[src/rtl/capture_sequencer.sv]
// rtl/capture_sequencer.sv - OV7670 capture sequencer: button debounce, one-frame arm, BRAM write path
// Optional capture watchdog is compiled in when CAPTURE_TIMEOUT_EN is defined.
module capture_sequencer #(
    parameter int H_PIXELS        = 320,
    parameter int V_PIXELS        = 240,
    parameter int ADDR_W          = 17,
    parameter int DEBOUNCE_CYCLES = 65536,
    parameter int TIMEOUT_CYCLES  = 2000000
) (
    input  logic              p_clock_in,
    input  logic              rst_n_in,
    input  logic              start_button_in,
    input  logic              pixel_valid_in,
    input  logic [15:0]       pixel_data_in,
    input  logic              frame_done_in,
    output logic              cam_arm_out,
    output logic              wr_en_out,
    output logic [ADDR_W-1:0] wr_addr_out,
    output logic [15:0]       wr_data_out,
    output logic              busy_out,
    output logic              frame_ready_out,
    output logic [ADDR_W-1:0] pixel_count_out,
    output logic              overflow_out,
    output logic              timeout_out
);

    localparam int DB_W = $clog2(DEBOUNCE_CYCLES + 1);
    localparam logic [DB_W-1:0]   DB_MAX    = DB_W'(DEBOUNCE_CYCLES);
    localparam logic [ADDR_W-1:0] FRAME_PIX = ADDR_W'(H_PIXELS * V_PIXELS);

    // pixel_count_out has to hold the full-frame count, not just the last address
    if ((TIMEOUT_CYCLES < 1) || (DEBOUNCE_CYCLES < 1) ||
        ((64'd1 << ADDR_W) <= 64'(H_PIXELS * V_PIXELS))) begin : g_bad_config
        $error("capture_sequencer: invalid parameter set");
    end

    typedef enum logic [2:0] {
        S_IDLE    = 3'd0,
        S_ARM     = 3'd1,
        S_CAPTURE = 3'd2,
        S_DONE    = 3'd3,
        S_ERROR   = 3'd4
    } state_t;

    state_t            state_q, state_d;
    logic              sync1_q, sync2_q;
    logic [DB_W-1:0]   db_cnt_q, db_cnt_d;
    logic              db_q, db_d, db_dly_q;
    logic              start;
    logic              wd_hit;
    logic              arm_entry, accept;
    logic              cam_arm_q, cam_arm_d;
    logic              wr_en_q, wr_en_d;
    logic [ADDR_W-1:0] wr_addr_q, wr_addr_d;
    logic [15:0]       wr_data_q, wr_data_d;
    logic              busy_q, busy_d;
    logic              frame_ready_q, frame_ready_d;
    logic [ADDR_W-1:0] count_q, count_d;
    logic              overflow_q, overflow_d;

    // Debounced level needs DEBOUNCE_CYCLES consecutive high samples, drops on the first low one
    always_comb begin
        db_cnt_d = '0;
        if (sync2_q) begin
            db_cnt_d = (db_cnt_q == DB_MAX) ? db_cnt_q : db_cnt_q + 1'b1;
        end
        db_d = sync2_q && (db_cnt_q == DB_MAX);
    end

    assign start = db_q & ~db_dly_q;

    always_ff @(posedge p_clock_in or negedge rst_n_in) begin
        if (!rst_n_in) begin
            sync1_q  <= 1'b0;
            sync2_q  <= 1'b0;
            db_cnt_q <= '0;
            db_q     <= 1'b0;
            db_dly_q <= 1'b0;
        end else begin
            sync1_q  <= start_button_in;
            sync2_q  <= sync1_q;
            db_cnt_q <= db_cnt_d;
            db_q     <= db_d;
            db_dly_q <= db_q;
        end
    end

`ifdef CAPTURE_TIMEOUT_EN
    localparam int WD_W = $clog2(TIMEOUT_CYCLES + 1);
    localparam logic [WD_W-1:0] WD_LAST = WD_W'(TIMEOUT_CYCLES - 1);

    logic [WD_W-1:0] wd_cnt_q, wd_cnt_d;
    logic            timeout_q;

    always_comb begin
        wd_cnt_d = '0;
        wd_hit   = 1'b0;
        if ((state_q == S_ARM || state_q == S_CAPTURE) && !pixel_valid_in) begin
            wd_hit   = (wd_cnt_q == WD_LAST);
            wd_cnt_d = wd_cnt_q + 1'b1;
        end
    end

    always_ff @(posedge p_clock_in or negedge rst_n_in) begin
        if (!rst_n_in) begin
            wd_cnt_q  <= '0;
            timeout_q <= 1'b0;
        end else begin
            wd_cnt_q <= wd_cnt_d;
            if (arm_entry) begin
                timeout_q <= 1'b0;
            end else if (wd_hit && state_d == S_ERROR) begin
                timeout_q <= 1'b1;
            end
        end
    end

    assign timeout_out = timeout_q;
`else
    assign wd_hit      = 1'b0;
    assign timeout_out = 1'b0;
`endif

    always_ff @(posedge p_clock_in or negedge rst_n_in) begin
        if (!rst_n_in) begin
            state_q       <= S_IDLE;
            cam_arm_q     <= 1'b0;
            wr_en_q       <= 1'b0;
            wr_addr_q     <= '0;
            wr_data_q     <= '0;
            busy_q        <= 1'b0;
            frame_ready_q <= 1'b0;
            count_q       <= '0;
            overflow_q    <= 1'b0;
        end else begin
            state_q       <= state_d;
            cam_arm_q     <= cam_arm_d;
            wr_en_q       <= wr_en_d;
            wr_addr_q     <= wr_addr_d;
            wr_data_q     <= wr_data_d;
            busy_q        <= busy_d;
            frame_ready_q <= frame_ready_d;
            count_q       <= count_d;
            overflow_q    <= overflow_d;
        end
    end

    always_comb begin
        state_d = state_q;
        unique case (state_q)
            S_IDLE, S_DONE, S_ERROR: begin
                if (start) state_d = S_ARM;
            end
            S_ARM: begin
                state_d = wd_hit ? S_ERROR : S_CAPTURE;
            end
            S_CAPTURE: begin
                // A coincident pixel is still handled by the datapath below
                if (frame_done_in)  state_d = S_DONE;
                else if (wd_hit)    state_d = S_ERROR;
            end
            default: state_d = S_IDLE;
        endcase
    end

    always_comb begin
        arm_entry     = (state_d == S_ARM) && (state_q != S_ARM);
        accept        = (state_q == S_CAPTURE) && pixel_valid_in && (count_q < FRAME_PIX);
        cam_arm_d     = arm_entry;
        wr_en_d       = accept;
        busy_d        = (state_d == S_ARM) || (state_d == S_CAPTURE);
        frame_ready_d = (state_d == S_DONE);
        wr_addr_d     = wr_addr_q;
        wr_data_d     = wr_data_q;
        count_d       = count_q;
        overflow_d    = overflow_q;
        if (arm_entry) begin
            wr_addr_d  = '0;
            count_d    = '0;
            overflow_d = 1'b0;
        end else if (accept) begin
            wr_addr_d = count_q;
            wr_data_d = pixel_data_in;
            count_d   = count_q + 1'b1;
        end else if (state_q == S_CAPTURE && pixel_valid_in) begin
            overflow_d = 1'b1;
        end
    end

    assign cam_arm_out     = cam_arm_q;
    assign wr_en_out       = wr_en_q;
    assign wr_addr_out     = wr_addr_q;
    assign wr_data_out     = wr_data_q;
    assign busy_out        = busy_q;
    assign frame_ready_out = frame_ready_q;
    assign pixel_count_out = count_q;
    assign overflow_out    = overflow_q;

endmodule

[config.mk]
export PLATFORM = sky130hd
export DESIGN_NAME = capture_sequencer
export DESIGN_NICKNAME = d
export VERILOG_FILES = /design/src/rtl/capture_sequencer.sv
export SDC_FILE = /design/constraint.sdc
export NUM_CORES = 1
export LEC_CHECK = 0
export CAP_MARGIN = 20
export CORE_MARGIN = 1.5
export CORE_UTILIZATION = 25
export CTS_CLUSTER_SIZE = 20
export DETAILED_ROUTE_END_ITERATION = 7
export GPL_TIMING_DRIVEN = 0
export PLACE_DENSITY = 0.53
export SETUP_SLACK_MARGIN = 0.2
export SLEW_MARGIN = 20
export SYNTH_ARGS = -nofsm -noshare
export SYNTH_HDL_FRONTEND = slang
export SYNTH_SLANG_ARGS = --single-unit
[constraint.sdc]
create_clock -name p_clock_in -period 2.3 [get_ports p_clock_in]
set_clock_uncertainty 0.2 [all_clocks]
set_input_delay 0.23 -clock p_clock_in [delete_from_list [all_inputs] [get_ports p_clock_in]]
set_output_delay 0.23 -clock p_clock_in [all_outputs]
set_load 0.05 [all_outputs]
# --- Word-level counts from Yosys, hierarchy flattened ---
# Cells that the tools add are included.
word_totals:
  mem_bits_rw: 0
  mem_count: 0
  romBits: 0
  regBits: 79
  latch_bits: 0
classes:
  div_mod_pow: 0
  muxes: 12
  n_bitwise: 3
  addsub: 2
  eq_ne: 11
  order_cmp: 1
  shifts: 0
  n_mul: 0
  reduce_logical: 11
op_table:
  columns: ["operator", "n"]
  rows:
  - ["$mux 17", 6]
  - ["$add 17x1->17 const B", 2]
  - ["$eq 17x17->1 const B", 1]
  - ["$lt 17x17->1 const B", 1]
  - ["$eq 3x2->1 const B", 4]
  - ["$pmux 3 s3", 1]
  - ["$eq 3x1->1 const B", 2]
  - ["$mux 3", 2]
  - ["$logic_and 1x1->1", 4]
  - ["$ne 2x2->1 const B", 2]
  - ["$reduce_and 2->1", 2]
  - ["$reduce_bool 2->1", 2]
  - ["$eq 3x3->1 const B", 1]
  - ["$logic_not 3->1", 1]
  - ["$mux 1", 3]
  - ["$ne 3x1->1 const B", 1]
  - ["$reduce_or 3->1", 1]
  - ["$not 1->1", 2]
  - ["$and 1x1->1", 1]
  - ["$logic_or 1x1->1", 1]

# --- Logic depth before layout (Yosys ltp) ---
# Gate-level depths: netlist of the first run.
depth:
  depth_word: 8
  mapped_depth: 7
  depth_no_buf: 6

# --- Least setup slack after synthesis of the first run ---
# Ideal clock, no wire load.
synth_timing:
  path_type: "register -> register"
  start: "register count_q[10], in the netlist pixel_count_out[10]"
  end: "register count_q[15], in the netlist pixel_count_out[15]"
  synth_period_minus_slack_ps: 2412
  required_time_ps: 2022
  setup_ps: 78
  arrival_time_ps: 2134
  slack_ps: -112
  stages_incl_launch_ff: 7
  cell_sequence: "dfrtp_1 -> buf_6 -> a2111oi_4 -> o2111ai_1 -> buf_2 -> or4_1 -> a21oi_1"
synth_between:
  elab_chain_len: 3
  word_cells_on_any_way: 6
synth_lines:
  columns: ["item", "line", "source"]
  rows:
  - ["from (decl)", "58", "logic [ADDR_W-1:0] count_q, count_d;"]
  - ["from (signal assigned)", "143", "count_q <= count_d;"]
  - ["$add 17x1->17 or $lt 17x17->1 (tied branches)", "184, 168", null]
  - ["$mux 17 or $logic_and 1x1->1 (tied branches)", "181, 168", null]
  - ["$mux 17 or $reduce_bool 2->1 (tied branches)", null, null]
# Parallel ways exist; a longest one is shown, timed or not. The select of a mux whose other input is x is not followed.
# A chain may end at the register's enable or synchronous reset.

# --- Worst setup path in the final report of the first run ---
layout_timing:
  start: "register count_q[11], in the netlist pixel_count_out[11]"
  end: "register count_q[12], in the netlist pixel_count_out[12]"
# Same word-level chain as after synthesis.

==> flow_summary.yaml, run 1 <==
status:
  status: "completed"
yosys:
  yosys_warnings: 0
  synth_seq_area_share_pct: 56.6
  syn_area_mm2: 0.00349
  synth_top_area_cell: "dfrtp_1"
  synth_seq_cells: 79
  synth_cell_types: 41
  netlist.area_leader.share_pct: 56.6
  synthTopCellsByArea: "dfrtp_1 (57%), nand2_1 (8.6%), o21ai_0 (6.2%), xnor2_1 (2.5%), a21oi_1 (2.1%)"
  synthArstFlopShare_pct: 100
  synth.avg_cell_area_um2: 9.70
  synth_edf_count: 0
  syn_nets: 384
  syn_inst: 360
  synthFlopType: "dfrtp_1"
setup_path:
  crit_required_ns: 2.36
  setup.worst_path.start_class: "flip-flop"
  cp-end-kind: "flip-flop"
  reg2reg_slack_ns: 0.16
  critPathMaxFanout: 7
  arrival_ns: 2.20
  worstSetupPathType: "reg -> reg"
sta:
  tightest_slew_ns: 0.552
  hold_viol: 0
  post-route-period-util_pct: 92.8
  fmax_ghz: 0.468
  min_period_ns: 2.14
  rsz0062_at_grt: "true"
  slew_headroom_pct: 63.1
  slew_viol_final: 0
  finalSetupViolations: 0
clocking:
  cts_max_level: 3
  cts_made_buffers: 9
  root_buffer: "clkbuf_16"
  insertion_delay_ns: 0.33
  clockBufferDepth: 2
  cts_num_sinks: 79
  path_clk_slew_ns: 0.06
  cts_tree: "done"
detailed_routing:
  drt_iter0_drc: 190
  dr.pass1.iters: 4
  drtAntennaViolNets: 0
  via_count: 3060
  drcViolationCount: 0
  drt-total-wl_um: 9250
  routed_via_density: 4.72
  wire_per_inst_um: 14.3
floorplanning:
  rows: 43
  start_util_pct: 25.4
  io_pins: 77
  die_h_um: 121
  fp.coreArea_mm2: 0.0138
  die_w_um: 121
  dieArea_mm2: 0.0147
layout:
  area_growth_pct: 45.1
  nets: 487
  design_area_mm2: 0.00507
  mostFrequentLayoutCells: "nand2_1 (80), dfrtp_1 (70), clkdlybuf4s50_1 (63)"
  final_common_cell: "nand2_1"
  fillerInstances: 1443
  diodes: 0
  drive_above_1_share_pct: 15.4
placement:
  dp_hpwl_um: 6360
  dpl_cell_area_mm2: 0.00451
  buffer_ports.inserted: 75
  globalplace.congestion: 0.732
worst_hold_path:
  hold_class: "in -> async"
global_routing:
  antenna_found_initial: 0
  grt_pass1_wl_um: 15600
  grt_pass1_vias: 2992
  grt.total_usage_pct: 13.7
  grt-ovfl-total: 0
  grt_max_degree: 58
job:
  max-cap-violations: 0
pwr:
  power_mw: 3.21
  p_leak_nw: 2.24
  ir_drop_mv: 0.285
  p_per_area_mw_per_mm2: 633
-- critical path, stage by stage, from the launching register on --
cell and delay, ns:
dfrtp_2 0.46, a2111oi_4 0.45, buf_4 0.18, o211ai_1 0.16, or4_1 0.47, a21oi_2 0.14
-- sequential cells by signal, summed over array words and instances (netlist names) --
name / flops
sync2_q: 1
frame_ready_out: 1
db_dly_q: 1
db_q: 1
db_cnt_q: 17
sync1_q: 1
wr_addr_out: 17
state_q: 3
wr_en_out: 1
cam_arm_out: 1
pixel_count_out: 17
wr_data_out: 16
busy_out: 1
overflow_out: 1
-- routing by layer --
| layer | wire length [um] | GRT usage [%] | share of wire, % |
|---|---|---|---|
| met1 | 4250 | 18.8 | 46 |
| met2 | 4180 | 20.0 | 45 |
| met3 | 665 | 4.89 | 7.2 |
| met4 | 163 | 4.71 | 1.8 |
| met5 | 0 | 0 | 0 |
-- area by class of cell --
class / count / area [um2] / area share, %
Sequential cell: 79 / 1990 / 39.2
Multi-Input combinational cell: 254 / 1480 / 29.2
Timing Repair Buffer: 92 / 916 / 18.1
Clock buffer: 13 / 270 / 5.33
Tap cell: 180 / 225 / 4.45
Buffer: 18 / 130 / 2.57
Inverter: 9 / 33.8 / 0.667
Clock inverter: 3 / 25.0 / 0.494
-- where the power goes --
group	internal (mW)	switching (mW)
clock	0.826	0.557
sequential	1.44	0.0320
combinational	0.127	0.230
-- through the flow --
step	utilization, %	std cells	TNS [ns]	worst slack, ns	hold slack, ns
5_1_grt	36.8	648	0	0.0756	0.128
2_1_floorplan	-	360	0	0.0603	-0.266
3_5_place_dp	32.7	616	-6.40	-0.224	-0.0407
3_3_place_gp	32.5	615	-168.33	-2.35	0.138
4_1_cts	35.7	640	0	0.101	0.129
6_report	36.8	648	0	0.165	0.126
-- cells by family after synthesis --
logic type	count (synthesis)	synth area share, %
buf+inv	27	3.26
compound gates	77	13.3
simple gates	156	21.2
xor+xnor	14	3.51
mux	3	0.860
fa+ha+maj	3	1.07
flops	79	56.6
other cells	1	0.107
-- cell usage after synthesis, types with 2 or more instances --
master	number
a21oi_1	15
and3_1	4
and4_1	5
clkbuf_1	15
clkinv_1	2
dfrtp_1	79
ha_1	3
inv_1	7
mux2i_1	3
nand2_1	80
nand2b_1	2
nand3_1	8
nand4_1	4
nor2_1	20
nor3_1	7
nor4_1	6
nor4b_1	2
o2111ai_1	2
o211ai_1	3
o21ai_0	43
o31ai_1	7
or3_1	8
or4_1	5
xnor2_1	10
xor2_1	4
-- final timing paths --
| check | cells past startpoint | start | to |
|---|---|---|---|
| worst max-delay path | 5 | pixel_count_out[11] | pixel_count_out[12] |
| worst min-delay path | 2 | rst_n_in | wr_en_out |
| worst max register to register | 5 | pixel_count_out[11] | pixel_count_out[12] |
| worst min register to register | 0 | sync1_q | sync2_q |
| max in group asynchronous | 3 | rst_n_in | pixel_count_out[16] |
| min in group p_clock_in | 1 | start_button_in | sync1_q |
-- repair_timing --
action,4_1_cts,5_1_grt
setup endpoints to repair,60,55
hold endpoints to repair,79,0
hold buffers,1,0
pin swaps,6,6
resized for setup,20,44
setup buffers,7,8
Power figures use the tool's default switching activity.
==> run 2, diff against run 1 <==
--- a/config.mk
+++ b/config.mk
@@ -6,6 +6,7 @@
 export NUM_CORES = 1
 export LEC_CHECK = 0
 export CAP_MARGIN = 20
+export CORE_ASPECT_RATIO = 0.8
 export CORE_MARGIN = 1.5
 export CORE_UTILIZATION = 25
 export CTS_CLUSTER_SIZE = 20
==> run 2 against run 1 <==
Effect of this change: via count decreased by 2.0%; power up 5.2%; maximum frequency shrank 1.7%; critical path type unchanged; count of clock-buffer cells in the layout unchanged; register-to-register slack worse by 0.04 ns; clock power is 12% higher.
==> flow_summary.yaml, run 2 (same netlist as run 1, synthesis figures left out) <==
status:
  status: "completed"
layout:
  multi_input_area_mm2: 0.00147
  final_common_cell: "nand2_1"
  diodes: 0
  drive_above_1_share_pct: 13.5
  mostFrequentLayoutCells: "nand2_1 (79), dfrtp_1 (70), clkdlybuf4s50_1 (64)"
  area_growth_pct: 44.4
  ff_latch_area_mm2: 0.00199
  fillerInstances: 1368
  nets: 484
pwr:
  p_leak_nw: 2.25
  ir_drop_mv: 0.355
  comb_power_share_pct: 10.7
  switching_power_mw: 0.801
  p_per_area_mw_per_mm2: 669
  p_clk_share_pct: 45.8
  seq_power_share_pct: 43.5
  p_int_mw: 2.57
  swShare_pct: 23.7
  power_mw: 3.37
setup_path:
  cp-end-kind: "flip-flop"
  arrival_ns: 2.22
  crit_required_ns: 2.35
  worstSetupPathType: "reg -> reg"
  critPathMaxFanout: 6
  setup.worst_path.start_class: "flip-flop"
sta:
  hold_viol: 0
  rsz0062_at_grt: "true"
  setup_tns_ns: 0
  slew_headroom_pct: 64.0
  whs_ns: 0.144
  slew_viol_final: 0
  min_period_ns: 2.17
  post-route-period-util_pct: 94.4
  finalSetupViolations: 0
  fmax_ghz: 0.460
  tightest_slew_ns: 0.538
detailed_routing:
  routed_via_density: 4.65
  dr.pass1.iters: 4
  via_count: 2998
  top_layer_used: "met4"
  drt-total-wl_um: 9180
  wire_per_inst_um: 14.2
  wl_met3_um: 443
  wl_met1_um: 4660
  drcViolationCount: 0
  drtAntennaViolNets: 0
  met2_length_um: 4000
  drt_iter0_drc: 145
placement:
  dp_hpwl_um: 6420
  buffer_ports.inserted: 75
  globalplace.congestion: 0.803
clocking:
  cts_num_sinks: 79
  cts_max_level: 3
  cts_tree: "done"
  clockBufferDepth: 2
  cts_made_buffers: 9
  root_buffer: "clkbuf_16"
  path_clk_slew_ns: 0.06
  insertion_delay_ns: 0.33
job:
  max-cap-violations: 0
floorplanning:
  die_w_um: 135
  io_pins: 77
  fp.coreArea_mm2: 0.0136
  die_h_um: 109
  rows: 38
  start_util_pct: 25.7
  dieArea_mm2: 0.0147
worst_hold_path:
  hold_class: "in -> reg"
global_routing:
  grt-ovfl-total: 0
  grt_max_degree: 49
  grt_pass1_vias: 2988
  grt_pass1_wl_um: 15500
  antenna_found_initial: 0
  grt.total_usage_pct: 13.5
[run 2: power groups by stage]
stage | Sequential [mW] | Combinational [mW] | Clock (mW)
floorplan | 1.63 | 0.0547 | 0
global placement | 1.49 | 0.355 | 0
detailed placement | 1.49 | 0.363 | 0
CTS | 1.47 | 0.366 | 1.58
global route | 1.47 | 0.389 | 1.64
finish | 1.47 | 0.360 | 1.55
[run 2: area by class of cell]
| class | instances | share of cell area (%) |
|---|---|---|
| sequential | 79 | 39.4 |
| multi-input combinational | 254 | 29.1 |
| timing repair buffer | 89 | 17.9 |
| clock buffer | 13 | 5.16 |
| tap | 180 | 4.47 |
| buffer | 18 | 1.94 |
| clock inverter | 3 | 1.29 |
| inverter | 9 | 0.695 |
[run 2: critical path: stages (launching register included)]
cell       delay, ns
dfrtp_2         0.46
a2111oi_4       0.37
buf_6           0.18
o2111ai_4       0.13
buf_6           0.16
or4_1           0.46
a21oi_1         0.13
[run 2: worst paths after layout]
| path | from | endpoint | slack, ns | cells after the start |
|---|---|---|---|---|
| max | pixel_count_out[11] | pixel_count_out[15] | 0.13 | 6 |
| min reg2reg | sync1_q | sync2_q | 0.15 | 0 |
| max reg2reg | pixel_count_out[11] | pixel_count_out[15] | 0.13 | 6 |
| min | start_button_in | sync1_q | 0.14 | 1 |
| min in group asynchronous | rst_n_in | wr_addr_out[0] | 0.20 | 2 |
| max in group asynchronous | rst_n_in | pixel_count_out[10] | 1.10 | 3 |
[run 2: stage by stage]
step	cells	instance area, um2	worst slack, ns	util [%]
floorplan	360	3500	0.0603	-
global placement	615	4480	-2.43	32.9
detailed placement	616	4510	-0.252	33.1
CTS	641	4950	0.0845	36.4
global route	645	5040	0.0743	37.1
finish	645	5040	0.128	37.1
[run 2: metal layers]
layer	global-route usage, %	vias to the layer above
li1	-	1457
met2	19.7	79
met3	3.21	6
met1	19.8	1456
met4	3.69	0
met5	0	-
[run 2: what timing repair did]
action | in CTS | in global routing
buffers inserted | 8 | 4
cloned | 0 | 0
gates resized for setup | 17 | 22
hold endpoints to repair | 31 | 0
pin swaps | 3 | 4
hold buffers | 1 | 0
endpoints found under the setup margin | 58 | 57
==> run 3, diff against run 2 <==
--- a/config.mk
+++ b/config.mk
@@ -7,12 +7,12 @@
 export LEC_CHECK = 0
 export CAP_MARGIN = 20
 export CORE_ASPECT_RATIO = 0.8
-export CORE_MARGIN = 1.5
-export CORE_UTILIZATION = 25
+export CORE_UTILIZATION = 50
+export CTS_CLUSTER_DIAMETER = 80
 export CTS_CLUSTER_SIZE = 20
 export DETAILED_ROUTE_END_ITERATION = 7
 export GPL_TIMING_DRIVEN = 0
-export PLACE_DENSITY = 0.53
+export PLACE_DENSITY = 0.87
 export SETUP_SLACK_MARGIN = 0.2
 export SLEW_MARGIN = 20
 export SYNTH_ARGS = -nofsm -noshare
==> run 3 against run 2 <==
Effect of this change: routed wire length rose by 3.7%; clock power down 37%; count of clock-buffer cells in the layout is 2 lower; hold slack lost 0.031 ns; combinational power is essentially flat; maximum frequency increased by 0.45%; register-to-register slack about the same; first-iteration DRC count grew 43%; non-clock buffer count rose by 4; die area fell by 50%; critical path depth is 1 lower.
==> flow_summary.yaml, run 3 (same netlist as run 1, synthesis figures left out) <==
floorplanning:
  fp.coreArea_mm2: 0.00657
  start_util_pct: 53.1
  die_w_um: 95.4
  rows: 26
  die_h_um: 76.8
  dieArea_mm2: 0.00732
  io_pins: 77
job:
  max-cap-violations: 0
sta:
  tightest_slew_ns: 0.532
  hold_viol: 0
  fmax_ghz: 0.463
  post-route-period-util_pct: 94.0
  slew_viol_final: 0
  rsz0062_at_grt: "true"
  min_period_ns: 2.16
  slew_headroom_pct: 64.4
  worst_slack_ns: 0.138
  finalSetupViolations: 0
  whs_ns: 0.113
  setup_tns_ns: 0
detailed_routing:
  drcViolationCount: 0
  drt_iter0_drc: 207
  via_count: 3200
  drt-total-wl_um: 9520
  routed_via_density: 5.79
  dr.pass1.iters: 5
  drtAntennaViolNets: 0
  wire_per_inst_um: 17.2
setup_path:
  setup.worst_path.start_class: "flip-flop"
  cp_num_buf_inv: 1
  worstSetupPathType: "reg -> reg"
  critPathTopFamily: "compound AO/OA/AOI/OAI gates"
  path_cells: "o31ai_4 -> o2111ai_2 -> buf_6 -> or4_4 -> a21oi_2"
  max_stage_delay_ns: 0.48
  critical-path-slowest-cell: "dfrtp_2"
  reg2reg_slack_ns: 0.14
  critPathMaxFanout: 7
  r2r_cells: 5
  rr_endpoint: "pixel_count_out[15]"
  crit_required_ns: 2.39
  cp-end-kind: "flip-flop"
  worstReg2RegStart: "pixel_count_out[13]"
  arrival_ns: 2.25
global_routing:
  grt.total_usage_pct: 27.0
  grt_pass1_vias: 3148
  antenna_found_initial: 0
  grt_max_degree: 60
  grt_pass1_wl_um: 15100
  grt-ovfl-total: 0
layout:
  multi_input_area_mm2: 0.00147
  drive_above_1_share_pct: 14.7
  final_common_cell: "nand2_1"
  nets: 488
  area_growth_pct: 38.0
  postLayoutCoreUtil_pct: 73.3
  ff_latch_area_mm2: 0.00199
  mostFrequentLayoutCells: "nand2_1 (80), dfrtp_1 (71), clkdlybuf4s50_1 (62)"
  fin_cells: 553
  design_area_mm2: 0.00482
  diodes: 0
  fillerInstances: 457
clocking:
  cts_num_sinks: 79
  path_clk_slew_ns: 0.08
  cts_made_buffers: 9
  clockBufferDepth: 2
  insertion_delay_ns: 0.36
  root_buffer: "clkbuf_8"
  cts_tree: "done"
  cts_max_level: 3
worst_hold_path:
  whs_endpoint: "sync1_q"
  worst_hold_startpoint: "start_button_in"
  hold_class: "in -> reg"
  whs_path_depth: 1
placement:
  buffer_ports.inserted: 75
  dp.cells: 520
  globalplace.congestion: 0.879
  dp_slack_ns: -0.271
  dpl_cell_area_mm2: 0.00439
  dp_hpwl_um: 6270
pwr:
  power_mw: 2.81
  seq_power_share_pct: 52.2
  ir_drop_mv: 0.390
  p_per_area_mw_per_mm2: 582
  comb_power_share_pct: 12.9
  swShare_pct: 26.7
  p_clk_share_pct: 34.9
  p_int_mw: 2.06
  switching_power_mw: 0.749
  p_leak_nw: 2.23
status:
  status: "completed"
-- run 3: cell count changes in the layout (fill, tap and decap cells not counted), sizes merged --
| cell | previous run | this run |
|---|---|---|
| dlygate4sd2 | 2 | 4 |
| clkbuf | 28 | 20 |
| clkdlybuf4s50 | 64 | 62 |
| bufinv | 2 | 1 |
| clkinv | 3 | 5 |
| inv | 7 | 8 |
| buf | 17 | 27 |
-- run 3: worst reg2reg max path, cell delays in order (launching register included) --
cell and delay [ns]:
dfrtp_2 0.48, o31ai_4 0.41, o2111ai_2 0.20, buf_6 0.17
or4_4 0.48, a21oi_2 0.15
-- run 3: area by class of cell --
class                      count  share of cell area, %
buffer                        18                   2.28
multi-input combinational    254                   30.4
timing repair buffer          93                   19.4
tap                           84                   2.18
clock buffer                  11                   2.73
inverter                       9                  0.753
sequential                    79                   41.2
clock inverter                 5                   1.04
-- run 3: timing repair --
item | in CTS | in global routing
hold endpoints to repair | 79 | 0
pin swaps | 4 | 6
endpoints found under the setup margin | 61 | 55
hold buffers | 1 | 0
setup buffers | 7 | 9
gates cloned | 0 | 0
gates resized for setup | 27 | 27
-- run 3: power groups by stage --
stage / logic (mW) / clock network (mW) / registers, mW
3_5_place_dp: 0.361 / 0 / 1.49
4_1_cts: 0.365 / 0.993 / 1.46
3_3_place_gp: 0.348 / 0 / 1.49
2_1_floorplan: 0.0547 / 0 / 1.63
6_report: 0.361 / 0.981 / 1.46
5_1_grt: 0.385 / 1.04 / 1.47
-- run 3: worst max path at each step --
stage	from	endpoint	slack, ns	cells after the start
3_3_place_gp	rst_n_in	pixel_count_out[14]	-2.12	1
6_report	pixel_count_out[13]	pixel_count_out[15]	0.14	5
3_5_place_dp	pixel_valid_in	wr_addr_out[15]	-0.27	7
2_1_floorplan	pixel_count_out[10]	pixel_count_out[15]	0.06	6
5_1_grt	pixel_count_out[10]	pixel_count_out[14]	0.08	6
4_1_cts	pixel_count_out[10]	pixel_count_out[15]	0.14	6
-- run 3: per-layer routing --
| layer | GRT usage (%) | wire length [um] | vias up |
|---|---|---|---|
| li1 | - | - | 1462 |
| met1 | 36.0 | 4080 | 1579 |
| met2 | 41.3 | 4590 | 135 |
| met3 | 7.64 | 688 | 24 |
| met4 | 10.9 | 159 | 0 |
| met5 | 0 | 0 | - |
